## src/rtl/processor_pkg.sv

```systemverilog
// processor_pkg
// Shared definitions for the writeback / register-file write path:
//   REG_PC   - index of the program counter register (R15)
//   REG_AW   - register address width
//   DATA_W   - register data width
//   req_e    - requester index used by the write-port arbiter
//   arb_state_e - arbiter FSM states
package processor_pkg;

  localparam logic [3:0] REG_PC = 4'd15;
  localparam int         REG_AW = 4;
  localparam int         DATA_W = 32;

  typedef enum logic [1:0] {
    REQ_EX   = 2'd0,
    REQ_LD   = 2'd1,
    REQ_DBG  = 2'd2,
    REQ_NONE = 2'd3
  } req_e;

  typedef enum logic {
    ST_NORMAL = 1'b0,
    ST_BOOST  = 1'b1
  } arb_state_e;

  // True when two or more of the three requesters are valid at once.
  function automatic logic multi_valid(input logic [2:0] valid);
    logic [1:0] cnt;
    cnt = {1'b0, valid[0]} + {1'b0, valid[1]} + {1'b0, valid[2]};
    return (cnt >= 2'd2);
  endfunction

endpackage

```

## src/rtl/wb_age_counter.sv

```systemverilog
// wb_age_counter
// Tracks how many consecutive cycles the debug requester has been blocked
// and flags starvation once that count reaches STARVE_LIMIT.
// Ports:
//   CLK        in  clock (posedge)
//   Reset      in  synchronous active-high reset
//   dbg_valid  in  Dbg has a write pending
//   dbg_accept in  Dbg write accepted this cycle
//   starved    out age value at the end of this cycle has reached the limit
module wb_age_counter #(
  parameter int STARVE_LIMIT = 8
) (
  input  logic CLK,
  input  logic Reset,
  input  logic dbg_valid,
  input  logic dbg_accept,
  output logic starved
);

  localparam logic [7:0] LIMIT_C = 8'(STARVE_LIMIT);

  logic [7:0] age_r;
  logic [7:0] age_next_s;

  // Next age: cleared when Dbg is idle or served, otherwise counts blocked
  // cycles (saturating so a stuck requester cannot wrap back to zero).
  always_comb begin
    age_next_s = age_r;
    if (!dbg_valid || dbg_accept) begin
      age_next_s = 8'd0;
    end else if (age_r != 8'hFF) begin
      age_next_s = age_r + 8'd1;
    end else begin
      age_next_s = age_r;
    end
  end

  // The compare looks at the next value so the FSM can promote Dbg on the
  // same edge the counter reaches the limit.
  assign starved = (age_next_s >= LIMIT_C);

  // Age register.
  always_ff @(posedge CLK) begin
    if (Reset) begin
      age_r <= 8'd0;
    end else begin
      age_r <= age_next_s;
    end
  end

endmodule

```

## src/rtl/regwrite_arbiter.sv

```systemverilog
// regwrite_arbiter
// Shares the register file's single write port between the execute result
// (Ex), load data (Ld) and the debug/program loader (Dbg). Fixed priority
// Ex > Ld > Dbg, with Dbg promoted to top priority after STARVE_LIMIT
// consecutive blocked cycles. Writes to R15 go to the PC strobe instead.
// Ports:
//   CLK, Reset                 clock, synchronous active-high reset
//   {Ex,Ld,Dbg}Valid/Ready     per-requester handshake (Ready combinational)
//   {Ex,Ld,Dbg}A3 / WD         per-requester destination and data
//   WE3/A3/WD3                 registered register-file write port
//   PCWE/PCWD                  registered PC write strobe and data
//   ConflictCount              saturating count of multi-requester cycles
//   Boost                      Dbg currently holds promoted priority
// Optional feature macro REGWRITE_ARB_BYPASS_EN adds RA1/RA2 inputs and
// FwdHit1/2, FwdData1/2 outputs for same-cycle read forwarding.
module regwrite_arbiter
  import processor_pkg::*;
#(
  parameter int STARVE_LIMIT = 8,
  parameter int CNT_W        = 16
) (
  input  logic              CLK,
  input  logic              Reset,
  input  logic              ExValid,
  input  logic              LdValid,
  input  logic              DbgValid,
  output logic              ExReady,
  output logic              LdReady,
  output logic              DbgReady,
  input  logic [REG_AW-1:0] ExA3,
  input  logic [REG_AW-1:0] LdA3,
  input  logic [REG_AW-1:0] DbgA3,
  input  logic [DATA_W-1:0] ExWD,
  input  logic [DATA_W-1:0] LdWD,
  input  logic [DATA_W-1:0] DbgWD,
`ifdef REGWRITE_ARB_BYPASS_EN
  input  logic [REG_AW-1:0] RA1,
  input  logic [REG_AW-1:0] RA2,
  output logic              FwdHit1,
  output logic              FwdHit2,
  output logic [DATA_W-1:0] FwdData1,
  output logic [DATA_W-1:0] FwdData2,
`endif
  output logic              WE3,
  output logic [REG_AW-1:0] A3,
  output logic [DATA_W-1:0] WD3,
  output logic              PCWE,
  output logic [DATA_W-1:0] PCWD,
  output logic [CNT_W-1:0]  ConflictCount,
  output logic              Boost
);

  arb_state_e        state_r;
  req_e              grant_s;
  logic              accept_s;
  logic [REG_AW-1:0] sel_a3_s;
  logic [DATA_W-1:0] sel_wd_s;
  logic              starved_s;
  logic              conflict_s;

  // Grant selection. Reset suppresses every grant so nothing is accepted
  // during the reset cycle.
  always_comb begin
    grant_s = REQ_NONE;
    if (Reset) begin
      grant_s = REQ_NONE;
    end else if (state_r == ST_BOOST) begin
      if (DbgValid)     grant_s = REQ_DBG;
      else if (ExValid) grant_s = REQ_EX;
      else if (LdValid) grant_s = REQ_LD;
      else              grant_s = REQ_NONE;
    end else begin
      if (ExValid)       grant_s = REQ_EX;
      else if (LdValid)  grant_s = REQ_LD;
      else if (DbgValid) grant_s = REQ_DBG;
      else               grant_s = REQ_NONE;
    end
  end

  assign ExReady  = (grant_s == REQ_EX);
  assign LdReady  = (grant_s == REQ_LD);
  assign DbgReady = (grant_s == REQ_DBG);
  assign accept_s = (grant_s != REQ_NONE);

  // Payload mux for the winning requester.
  always_comb begin
    sel_a3_s = {REG_AW{1'b0}};
    sel_wd_s = {DATA_W{1'b0}};
    case (grant_s)
      REQ_EX: begin
        sel_a3_s = ExA3;
        sel_wd_s = ExWD;
      end
      REQ_LD: begin
        sel_a3_s = LdA3;
        sel_wd_s = LdWD;
      end
      REQ_DBG: begin
        sel_a3_s = DbgA3;
        sel_wd_s = DbgWD;
      end
      default: begin
        sel_a3_s = {REG_AW{1'b0}};
        sel_wd_s = {DATA_W{1'b0}};
      end
    endcase
  end

  assign conflict_s = multi_valid({DbgValid, LdValid, ExValid});

  wb_age_counter #(
    .STARVE_LIMIT (STARVE_LIMIT)
  ) u_age (
    .CLK        (CLK),
    .Reset      (Reset),
    .dbg_valid  (DbgValid),
    .dbg_accept (DbgReady),
    .starved    (starved_s)
  );

  // Write-port / PC-strobe registers. A3 and WD3 only move on a real
  // register write so an R15 write leaves them untouched.
  always_ff @(posedge CLK) begin
    if (Reset) begin
      WE3  <= 1'b0;
      A3   <= {REG_AW{1'b0}};
      WD3  <= {DATA_W{1'b0}};
      PCWE <= 1'b0;
      PCWD <= {DATA_W{1'b0}};
    end else begin
      WE3  <= accept_s && (sel_a3_s != REG_PC);
      PCWE <= accept_s && (sel_a3_s == REG_PC);
      if (accept_s && (sel_a3_s != REG_PC)) begin
        A3  <= sel_a3_s;
        WD3 <= sel_wd_s;
      end else begin
        A3  <= A3;
        WD3 <= WD3;
      end
      if (accept_s && (sel_a3_s == REG_PC)) begin
        PCWD <= sel_wd_s;
      end else begin
        PCWD <= PCWD;
      end
    end
  end

  // Saturating count of cycles with two or more requesters valid.
  always_ff @(posedge CLK) begin
    if (Reset) begin
      ConflictCount <= {CNT_W{1'b0}};
    end else if (conflict_s && (ConflictCount != {CNT_W{1'b1}})) begin
      ConflictCount <= ConflictCount + 1'b1;
    end else begin
      ConflictCount <= ConflictCount;
    end
  end

  // Priority FSM. BOOST always grants Dbg if it is still valid, so it lasts
  // at most one cycle per promotion.
  always_ff @(posedge CLK) begin
    if (Reset) begin
      state_r <= ST_NORMAL;
    end else begin
      case (state_r)
        ST_NORMAL: begin
          if (starved_s) state_r <= ST_BOOST;
          else           state_r <= ST_NORMAL;
        end
        ST_BOOST: begin
          if (!DbgValid || DbgReady) state_r <= ST_NORMAL;
          else                       state_r <= ST_BOOST;
        end
        default: state_r <= ST_NORMAL;
      endcase
    end
  end

  assign Boost = (state_r == ST_BOOST);

`ifdef REGWRITE_ARB_BYPASS_EN
  // R15 never reaches the write port, so it is excluded from forwarding.
  assign FwdHit1  = WE3 & (A3 == RA1) & (RA1 != REG_PC);
  assign FwdHit2  = WE3 & (A3 == RA2) & (RA2 != REG_PC);
  assign FwdData1 = WD3;
  assign FwdData2 = WD3;
`endif

endmodule
```

## config.mk

```make
export PLATFORM = sky130hd
export DESIGN_NAME = regwrite_arbiter
export DESIGN_NICKNAME = d
export VERILOG_FILES = /design/src/rtl/processor_pkg.sv /design/src/rtl/wb_age_counter.sv /design/src/rtl/regwrite_arbiter.sv
export SDC_FILE = /design/constraint.sdc
export NUM_CORES = 1
export LEC_CHECK = 0
export CORE_ASPECT_RATIO = 2
export CORE_UTILIZATION = 42
export DETAILED_ROUTE_END_ITERATION = 6
export GPL_TIMING_DRIVEN = 0
export HOLD_SLACK_MARGIN = 0.02
export PLACE_DENSITY = 0.81
export SYNTH_ARGS = -nofsm -noshare
export SYNTH_HDL_FRONTEND = slang
export SYNTH_HIERARCHICAL = 1
export SYNTH_SLANG_ARGS = --single-unit
```

## constraint.sdc

```tcl
create_clock -name CLK -period 3.5 [get_ports CLK]
set_input_delay 0.7 -clock CLK [delete_from_list [all_inputs] [get_ports CLK]]
set_output_delay 0.7 -clock CLK [all_outputs]
set_load 0.01 [all_outputs]
```

# Yosys cells after proc, flatten, opt, wreduce, memory -nomap -nowiden
# Index checks and enable logic that the tools add are counted.
# totals
out_inout_bits	90
in_bits	113
regBits	95
elab_cells	43
# classes
reduce_logical	6
bitwise_logic	1
add_sub_neg	4
n_mux	15
eq_ne	7
n_lt_le_gt_ge	2
# ops
cell	n
one-hot mux 32 bit (3 select lines)	1
adder 16 x 1 -> 16 bit, second input constant	1
2-to-1 mux 8 bit	2
inequality test 16 bit, second input constant	1
2-to-1 mux 2 bit	7
one-hot mux 4 bit (3 select lines)	1
adder 8 x 1 -> 8 bit, second input constant	1
>= comparator 8 x 4 -> 1 bit, second input constant	1
inequality test 8 bit, second input constant	1
== test 4 bit, second input constant	1
inequality test 4 bit, second input constant	1
logical AND 1 bit	3
2-to-1 mux 1 bit	3
adder 1 x 1 -> 2 bit	1
adder 2 x 1 -> 2 bit	1
== test 2 x 1 -> 1 bit, second input constant	1
== test 2 bit, second input constant	1
>= comparator 2 bit, second input constant	1
logical NOT 2 bit	1
inequality test 2 bit, second input constant	1
one-hot mux 1 bit (2 select lines)	1
logical NOT 1 bit	1
logical OR 1 bit	1
NOT 1 bit	1

# Longest topological paths before layout
# Gate-level depths: netlist (run 1).
# depth
ltp_word	11
depth_mapped	11
ltp_nobuf	9

# By module
# The synthesis (run 1) kept the hierarchy.
# by_module_without_submodules
mod	cells_each	seq_area_each_um2	area_per_inst_um2	n_inst
regwrite_arbiter	426	1741.7	4110.2	1
wb_age_counter	48	160.2	417.9	1

# Worst setup path after synthesis (run 1)
# No wires, ideal clock.
# synth_path
path_kind	input-to-output
startpoint	input port ExValid
endpoint	output port ExReady
n_path_buf	2
path_slack_ns	0.749
path_stages	6
t_required_ns	2.800
arrival_ns	2.051
path_cell_list	inv_1 -> ha_1 -> o21a_1 -> nor3_4 -> clkbuf_1 -> clkbuf_1
# synth_between
elab_chain_cells	5
word_cells_on_any_way	6
cone_classes	mux (5); reduce/logical (1)
# synth_rtl
item	line_no	text
start, declared	regwrite_arbiter.sv:24	input logic ExValid,
2-to-1 mux 2 bit	regwrite_arbiter.sv:69	else if (ExValid) grant_s = REQ_EX;
2-to-1 mux 2 bit	regwrite_arbiter.sv:68	if (DbgValid) grant_s = REQ_DBG;
2-to-1 mux 2 bit *	regwrite_arbiter.sv:67	end else if (state_r == ST_BOOST) begin
2-to-1 mux 2 bit *	regwrite_arbiter.sv:65	if (Reset) begin
logical NOT 2 bit *	regwrite_arbiter.sv:80	assign ExReady = (grant_s == REQ_EX);
end, declared	regwrite_arbiter.sv:27	output logic ExReady,
# Mark *: on every way between the ends. The rest lies on a longest branch, timed or not.

# Worst setup path after layout (run 1)
# layout_path
startpoint	input port DbgValid
endpoint	output port DbgReady
# layout_between
elab_chain_cells	6
word_cells_on_any_way	7
cone_classes	eq/ne (1); mux (6)
# layout_rtl
item	line_no	text
start, declared	regwrite_arbiter.sv:26	input logic DbgValid,
2-to-1 mux 1 bit	regwrite_arbiter.sv:75	else if (DbgValid) grant_s = REQ_DBG;
2-to-1 mux 2 bit	regwrite_arbiter.sv:74	else if (LdValid) grant_s = REQ_LD;
2-to-1 mux 2 bit	regwrite_arbiter.sv:73	if (ExValid) grant_s = REQ_EX;
2-to-1 mux 2 bit *	regwrite_arbiter.sv:67	
2-to-1 mux 2 bit *	regwrite_arbiter.sv:65	
== test 2 bit *	regwrite_arbiter.sv:82	assign DbgReady = (grant_s == REQ_DBG);
end, declared	regwrite_arbiter.sv:29	output logic DbgReady,
# Marks and branches as above.

==> results of run 1 <==
routing by layer:
metal	GRT usage [%]	routed length [um]
met1	28.8	5660
met2	55.9	9180
met3	6.76	1270
met4	18.1	910
met5	0	0
cell usage in the layout (no fill, tap or decap), drive strengths merged, types with 8 or more instances in the layout:
master | netlist | layout
buf | 18 | 22
clkbuf | 21 | 32
inv | 8 | 8
clkdlybuf4s50 | 0 | 199
a221o | 10 | 10
o221a | 13 | 13
a31o | 23 | 23
mux2i | 19 | 19
nor3 | 46 | 46
nor2 | 21 | 21
dfxtp | 95 | 95
o21ai | 10 | 10
a21o | 11 | 11
a21oi | 23 | 23
nand2 | 32 | 32
a222oi | 31 | 31
nand3 | 9 | 9
report_power, final:
part / switching, mW / total, mW / leakage (nW) / internal (mW)
Sequential: 0.0308 / 1.15 / 0.773 / 1.12
Combinational: 0.229 / 0.507 / 1.72 / 0.278
Clock: 0.401 / 0.988 / 0.145 / 0.588
Total: 0.660 / 2.65 / 2.64 / 1.99
registers in the layout, summed over array words and instances (netlist names):
| name | flops |
|---|---|
| PCWD | 32 |
| WD3 | 32 |
| ConflictCount | 16 |
| u_age/age_r | 8 |
| A3 | 4 |
| Boost | 1 |
| PCWE | 1 |
| WE3 | 1 |
stage by stage:
step / setup slack, ps / instance area [um2] / utilization (%) / hold WS (ps)
floorplan: 749 / 4530 / - / 482
global placement: -1180 / 6720 / 64.2 / 445
detailed placement: -1200 / 6720 / 64.2 / 456
CTS: 14.2 / 7070 / 67.5 / 461
global route: -1.26 / 7090 / 67.6 / 489
finish: 63.4 / 7090 / 67.6 / 460
worst paths after layout:
kind	start	end	slack (ps)
setup / recovery	DbgValid	DbgReady	60
hold / removal	WD3[20]$_SDFFE_PP0P_	WD3[20]$_SDFFE_PP0P_	460
setup reg to reg	Boost$_SDFF_PP0_	WD3[13]$_SDFFE_PP0P_	570
hold reg to reg	WD3[20]$_SDFFE_PP0P_	WD3[20]$_SDFFE_PP0P_	460
what timing repair did:
| item | CTS | global route |
|---|---|---|
| gates resized for setup | 20 | 1 |
| setup buffers | 2 | 2 |
| endpoints found under the setup margin | 71 | 3 |
| hold endpoints to repair | 0 | 0 |
| pin swaps | 2 | 0 |
cells by family (layout without fill, tap and decap cells):
family | count (synthesis) | count (layout)
multiplexers | 20 | 20
adder cells (fa/ha/maj) | 4 | 4
XOR/XNOR | 14 | 14
AO/OA/AOI/OAI | 153 | 153
buffers and inverters | 47 | 267
AND/OR/NAND/NOR | 141 | 141
flip-flops | 95 | 95
worst reg2reg max path, stage by stage (launching register included):
cell and delay [ps]:
dfxtp_1 340, buf_6 140, or2_1 260, o21ai_1 580
a22oi_1 320, a22oi_4 490, nand2_4 180, inv_2 200
buf_6 170, o221a_1 190
final cells by class:
type	count	area [um2]
sequential	95	1900
tap	137	171
inverter	8	30.0
timing repair buffer	206	2050
multi-input combinational	332	2410
buffer	38	223
fill	895	3390
clock buffer	12	256
clock inverter	3	42.5
==> results.yml, run 1 <==
synth:
  yosysTopAreaCell: "dfxtp_1"
  yosysWarningCount: 6
  synth_cell_type_count: 62
  synth.area.top_cells: "dfxtp_1, a222oi_1, nor3_1, mux2i_1, nand2_1"
  synth.cell_area_um2: 4530
  yosysMostFrequentCell: "dfxtp_1"
  syn_nets: 591
  synth-simple-area-share_pct: 16.0
  synth.area.mux_share_pct: 4.45
  ys_ff_latch: 95
  synth-seq-area-share_pct: 42.0
  synth_adder_area_share_pct: 1.11
  synth.avg_cell_area_um2: 9.55
  syn_inst: 474
  async_reset_ff_share_pct: 0
  synth-xor-area-share_pct: 2.71
  ys_top_cells_by_count: "dfxtp_1, nor3_1, a222oi_1, nand2_1, a21oi_1"
  synth-edff-count: 0
  synth-compound-area-share_pct: 28.8
  synth_flop_cell: "dfxtp_1"
  synth_top_area_share_pct: 42.0
  synth_top_family_by_area: "compound AO/OA/AOI/OAI gates"
clock_tree:
  clk_latency_ps: 340
  cts_tree: "yes"
  cts-root-buf: "clkbuf_16"
  numCtsBuffers: 9
  hold_buffers: 0
  clk_path_buf_depth: 2
  cts_max_level: 3
  cts.sinks: 95
  path_clk_slew_ps: 60
worst_setup_path:
  start_kind: "input port"
  crit_arrival_ps: 2740
  reg2regPathDepth: 9
  required_ps: 2800
  timing.critical_path.buf_inv: 4
  cp_cell_sequence: "clkdlybuf4s15_2 > inv_1 > ha_2 > nor2b_2 > and3_1 > or2_4 > clkbuf_8 > clkdlybuf4s50_1"
  cp_slowest_cell: "clkdlybuf4s50_1"
  crit_path_max_fanout: 13
  slowest_delay_ps: 550
  worstSetupPathType: "in -> out"
  crit_path_end_kind: "output port"
  cp.depth: 8
  cpLargestDelayFamily: "buffers and inverters"
flow_run:
  maxCapViolations: 0
sta:
  slew_violations: 0
  period_share_pct: 98.2
  fin_crit_ps: 3440
  finalHoldViolCount: 0
  worst_pin_slew_ps: 1140
  fmax_ghz: 0.291
  slew_headroom_pct: 23.4
  fin_skew_ps: 5.38
  setup_viol: 0
  setup_tns_ps: 0
drt:
  drc: 0
  routed_wl_um: 17000
  first_pass_iters: 7
  via_per_inst: 6.05
  first_iter_violations: 354
  vias: 5024
  ant_nets: 0
  wl_per_cell_um: 20.5
pwr:
  peakVddDrop_v: 0.000261
  power_density_nw_per_um2: 374
  p_leak_nw: 2.64
  finalPower_mw: 2.65
global_route:
  grt_max_degree: 15
  antenna_found_initial: 0
  grt_pass1_wl_um: 25200
  grt-ovfl-total: 0
  grt_pass1_vias: 5048
  grt_usage_pct: 30.3
min_path:
  holdPathStages: 2
  worstHoldPathType: "reg -> reg"
run_status:
  status: "finished, final reports clean"
die:
  core_area_um2: 10500
  die_area_um2: 11200
  start_util_pct: 43.2
  die_h_um: 149
  num_rows: 53
  die_x_um: 75.4
  num_io_pins: 203
placed_design:
  port_buffers: 202
  numPlacedInstances: 813
  hpwl_um: 13200
  finalWeightedCongestion: 0.907
finish:
  nNetsFinal: 807
  num_antenna_cells: 0
  syn_to_final_growth_pct: 56.5
  drive_gt1_share_pct: 11.7
  fin_cells: 831
No activity file was read; power rests on OpenSTA's default activity.
==> run 2: changes to the inputs <==
- SETUP_SLACK_MARGIN: unset -> 0.02
==> run 2 against run 1 <==
Compared with the run above:
- the flow now finishes with violations (design-rule violations)
- via count fell by 0.40%
- fmax rose by 0.33%
- global-route usage did not move
- critical endpoint unchanged
==> results.yml, run 2 (synthesized netlist as in run 1, its figures left out) <==
sta:
  slew_headroom_pct: 21.2
  fmax_ghz: 0.292
  setup_tns_ps: 0
  fin_ws_ps: 74.8
  finalHoldViolCount: 0
  worst_pin_slew_ps: 1170
  fin_skew_ps: 5.56
  fin_crit_ps: 3430
  holdWs_ps: 459
  setup_viol: 0
  slew_violations: 0
  period_share_pct: 97.9
  rsz0062_at_grt: "false"
clock_tree:
  clk_latency_ps: 340
  path_clk_slew_ps: 60
  cts_tree: "yes"
  cts-root-buf: "clkbuf_16"
  hold_buffers: 0
  cts.sinks: 95
  numCtsBuffers: 9
  cts_max_level: 3
  clk_path_buf_depth: 2
finish:
  syn_to_final_growth_pct: 56.5
  num_antenna_cells: 0
  reg.largest.list: "PCWD: 32 flops, WD3: 32 flops, ConflictCount: 16 flops"
  drive_gt1_share_pct: 11.8
  mostFrequentLayoutCells: "clkdlybuf4s50_1, dfxtp_1, nor3_1"
  mostFrequentLayoutCell: "clkdlybuf4s50_1"
  nNetsFinal: 807
  fill_cells: 894
  fin_cells: 831
pwr:
  power_density_nw_per_um2: 374
  peakVddDrop_v: 0.000263
  p_comb_share_pct: 19.1
  p_clk_share_pct: 37.4
  p_leak_nw: 2.64
  swShare_pct: 25.0
  intPower_mw: 1.99
  seq_power_share_pct: 43.5
  switchingPower_mw: 0.664
die:
  die_x_um: 75.4
  die_h_um: 149
  start_util_pct: 43.2
  num_io_pins: 203
  die_area_um2: 11200
  num_rows: 53
  core_area_um2: 10500
drt:
  first_pass_iters: 7
  met3_length_um: 1330
  routed.top_layer: "met4"
  vias: 5004
  drc: 1
  m1WireLength_um: 5610
  routed_wl_um: 17000
  wl_met2_um: 9180
  ant_nets: 0
  via_per_inst: 6.02
  wl_per_cell_um: 20.5
  first_iter_violations: 383
worst_setup_path:
  reg2regPathDepth: 8
  cp_slowest_cell: "clkdlybuf4s50_1"
  critPathLaunch: "LdValid"
  crit_top_cell: "clkdlybuf4s50_1"
  worstReg2RegStart: "Boost$_SDFF_PP0_"
  crit_arrival_ps: 2730
  worstSetupPathType: "in -> out"
  start_kind: "input port"
  crit_path_end_kind: "output port"
  cp_cell_sequence: "clkdlybuf4s50_1 > nor2_1 > o211a_1 > or2_4 > clkbuf_8 > clkdlybuf4s50_1"
  crit_path_max_fanout: 13
  required_ps: 2800
  slowest_delay_ps: 550
placed_design:
  numPlacedInstances: 813
  port_buffers: 202
  finalWeightedCongestion: 0.907
  hpwl_um: 13200
  detailedPlace.worstSlack_ps: -1200
global_route:
  grt_usage_pct: 30.3
  grt_max_degree: 15
  antenna_found_initial: 0
  grt_pass1_vias: 5042
  grt_pass1_wl_um: 25200
  grt-ovfl-total: 0
min_path:
  worstHoldStart: "WD3[20]$_SDFFE_PP0P_"
  holdPathStages: 2
  worstHoldPathType: "reg -> reg"
run_status:
  violations: "design-rule violations"
  status: "finished, violations left"
flow_run:
  maxCapViolations: 0
## run 2: path summary, 6_finish.rpt
| check | end | slack [ps] |
|---|---|---|
| worst max-delay path | DbgReady | 70 |
| worst min-delay path | WD3[20]$_SDFFE_PP0P_ | 460 |
| worst min register to register | WD3[20]$_SDFFE_PP0P_ | 460 |
| worst max register to register | PCWD[22]$_SDFFE_PP0P_ | 590 |
## run 2: layout make-up
type                            count  area (um2)  share of cell area (%)
Buffer                             38         223                    3.14
Clock buffer                       12         256                    3.62
Clock inverter                      3        42.5                   0.600
Timing Repair Buffer              206        2050                    29.0
Multi-Input combinational cell    332        2410                    34.0
Sequential cell                    95        1900                    26.8
Inverter                            8        30.0                   0.424
Tap cell                          137         171                    2.42
## run 2: what timing repair did
action | in CTS | in global routing
setup buffers | 2 | 2
pin swaps | 2 | 1
resized for setup | 21 | 1
setup endpoints to repair | 77 | 2
## run 2: critical path: cells and delay by family
family	cells	cell delay (ps)
buf+inv	3	1320
compound gates	1	260
simple gates	2	430
## run 2: power by group through the flow
stage          clock network, mW  registers, mW  logic (mW)
2_1_floorplan                  0           1.19       0.184
3_3_place_gp                   0           1.17       0.486
3_5_place_dp                   0           1.18       0.495
4_1_cts                     1.00           1.15       0.503
5_1_grt                     1.04           1.16       0.533
6_report                   0.991           1.15       0.508
## run 2: stage by stage
stage	utilization [%]	instance area (um2)	power (mW)
after floorplan	-	4530	1.37
after global placement	64.2	6720	1.66
after detailed placement	64.2	6720	1.67
after global routing	67.6	7090	2.73
after CTS	67.5	7070	2.66
final	67.6	7090	2.65
## run 2: metal layers
layer  vias up  global-route usage (%)
li1       2292                       -
met1      2362                    29.0
met2       292                    56.0
met3        58                    6.69
met4         0                    17.6
met5         -                       0
==> run 3: changes to the inputs <==
- PLACE_DENSITY: 0.81 -> unset
- PLACE_DENSITY_LB_ADDON: unset -> 0.08
- TNS_END_PERCENT: unset -> 100
==> run 3 against run 2 <==
Compared with the run above:
- wire length is 0.92% lower
- sequential share of layout area fell by 0.099 points
- highest routed layer unchanged
- final area is 0.37% higher
- fmax grew 1.2%
- global-route usage increased by 0.083 points
- the run now ends clean
- via count shrank 1.4%
- first-iteration DRC count is 20% higher
- sequential power about the same
- combinational power decreased by 1%
- total power is 1.3% higher
==> results.yml, run 3 (synthesized netlist as in run 1, its figures left out) <==
clock_tree:
  cts_tree: "yes"
  numCtsBuffers: 9
  path_clk_slew_ps: 60
  cts_max_level: 3
  cts.sinks: 95
  cts-root-buf: "clkbuf_16"
  clk_path_buf_depth: 2
  clk_latency_ps: 350
finish:
  mostFrequentLayoutCell: "clkdlybuf4s50_1"
  nNetsFinal: 805
  syn_to_final_growth_pct: 57.1
  drive_gt1_share_pct: 12.1
  reg.largest.list: "PCWD: 32 flops, WD3: 32 flops, ConflictCount: 16 flops"
  fin_cells: 830
  final_area_um2: 7110
  num_antenna_cells: 0
  mostFrequentLayoutCells: "clkdlybuf4s50_1, dfxtp_1, nor3_1"
  final_util_pct: 67.9
pwr:
  p_leak_nw: 2.64
  swShare_pct: 25.1
  p_clk_share_pct: 38.6
  switchingPower_mw: 0.676
  intPower_mw: 2.01
  power_density_nw_per_um2: 378
  p_comb_share_pct: 18.6
  seq_power_share_pct: 42.8
  finalPower_mw: 2.69
  peakVddDrop_v: 0.000292
sta:
  holdWs_ps: 465
  fmax_ghz: 0.295
  slew_violations: 0
  fin_crit_ps: 3390
  rsz0062_at_grt: "true"
  setup_viol: 0
  finalHoldViolCount: 0
  period_share_pct: 96.7
  worst_pin_slew_ps: 1210
  fin_skew_ps: 8.18
  setup_tns_ps: 0
  fin_ws_ps: 115
  slew_headroom_pct: 18.3
worst_setup_path:
  slowest_delay_ps: 560
  start_kind: "input port"
  cp_slowest_cell: "clkdlybuf4s50_1"
  worstReg2RegStart: "Boost$_SDFF_PP0_"
  cp_cell_sequence: "clkdlybuf4s15_2 > inv_1 > ha_2 > nand3b_1 > a211oi_4 > buf_6 > buf_4 > clkdlybuf4s50_1"
  r2r_slack_ps: 730
  reg2regPathDepth: 9
  required_ps: 2800
  crit_path_end_kind: "output port"
  crit_arrival_ps: 2690
  r2r_end: "PCWD[7]$_SDFFE_PP0P_"
  crit_path_max_fanout: 12
  worstSetupPathType: "in -> out"
global_route:
  grt_max_degree: 16
  met1_usage_pct: 29.3
  top_usage_layer: "met2"
  grt.met3_usage_pct: 7.03
  grt_pass1_wl_um: 25200
  grt_pass1_vias: 5061
  antenna_found_initial: 0
  grt-ovfl-total: 0
  use_met2_pct: 55.3
  grt_usage_pct: 30.4
drt:
  drc: 0
  first_iter_violations: 460
  vias: 4934
  first_pass_iters: 6
  routed_wl_um: 16900
  wl_per_cell_um: 20.3
  via_per_inst: 5.94
  ant_nets: 0
placed_design:
  placed_cell_area_um2: 6720
  finalWeightedCongestion: 0.900
  port_buffers: 202
  detailedPlace.worstSlack_ps: -1160
  numPlacedInstances: 813
  hpwl_um: 13000
die:
  die_h_um: 149
  num_io_pins: 203
  die_area_um2: 11200
  die_x_um: 75.4
  start_util_pct: 43.2
  core_area_um2: 10500
  num_rows: 53
min_path:
  worstHoldPathType: "reg -> reg"
  hold_end: "WD3[18]$_SDFFE_PP0P_"
  worstHoldStart: "WD3[18]$_SDFFE_PP0P_"
  holdPathStages: 2
run_status:
  status: "finished, final reports clean"
flow_run:
  maxCapViolations: 0
[run 3: layout make-up]
class / count / area [um2]
buffer: 38 / 223
clock buffer: 12 / 267
clock inverter: 4 / 52.6
fill: 927 / 3360
inverter: 8 / 30.0
multi-input combinational: 332 / 2430
sequential: 95 / 1900
tap: 137 / 171
timing repair buffer: 204 / 2040
[run 3: what timing repair did]
action | CTS | global route
gates resized for setup | 22 | 6
buffers inserted | 1 | 1
endpoints found under the setup margin | 70 | 4
hold buffers | 0 | 0
gates cloned | 0 | 0
pin swaps | 1 | 2
[run 3: worst max path at each step]
stage | depth (start not counted) | from | end
finish | 8 | DbgValid | LdReady
global route | 7 | Reset | DbgReady
CTS | 6 | LdValid | DbgReady
detailed placement | 8 | DbgValid | ExReady
global placement | 8 | DbgValid | ExReady
floorplan | 6 | ExValid | ExReady
[run 3: layer usage]
layer / up-vias / wire length (um)
met3: 61 / 1290
met4: 0 / 935
met5: - / 0
met2: 259 / 8940
met1: 2325 / 5700
li1: 2289 / -
[run 3: power by group through the flow]
stage | Combinational, mW | Sequential [mW] | Clock, mW
finish | 0.501 | 1.15 | 1.04
global route | 0.532 | 1.15 | 1.09
CTS | 0.498 | 1.15 | 1.05
detailed placement | 0.490 | 1.17 | 0
global placement | 0.482 | 1.17 | 0
floorplan | 0.184 | 1.19 | 0
[run 3: worst max-delay path, delay by kind of cell]
| family | cells | cell delay [ps] |
|---|---|---|
| AO/OA/AOI/OAI | 1 | 280 |
| buffers and inverters | 5 | 1320 |
| AND/OR/NAND/NOR | 1 | 140 |
| adder cells (fa/ha/maj) | 1 | 230 |
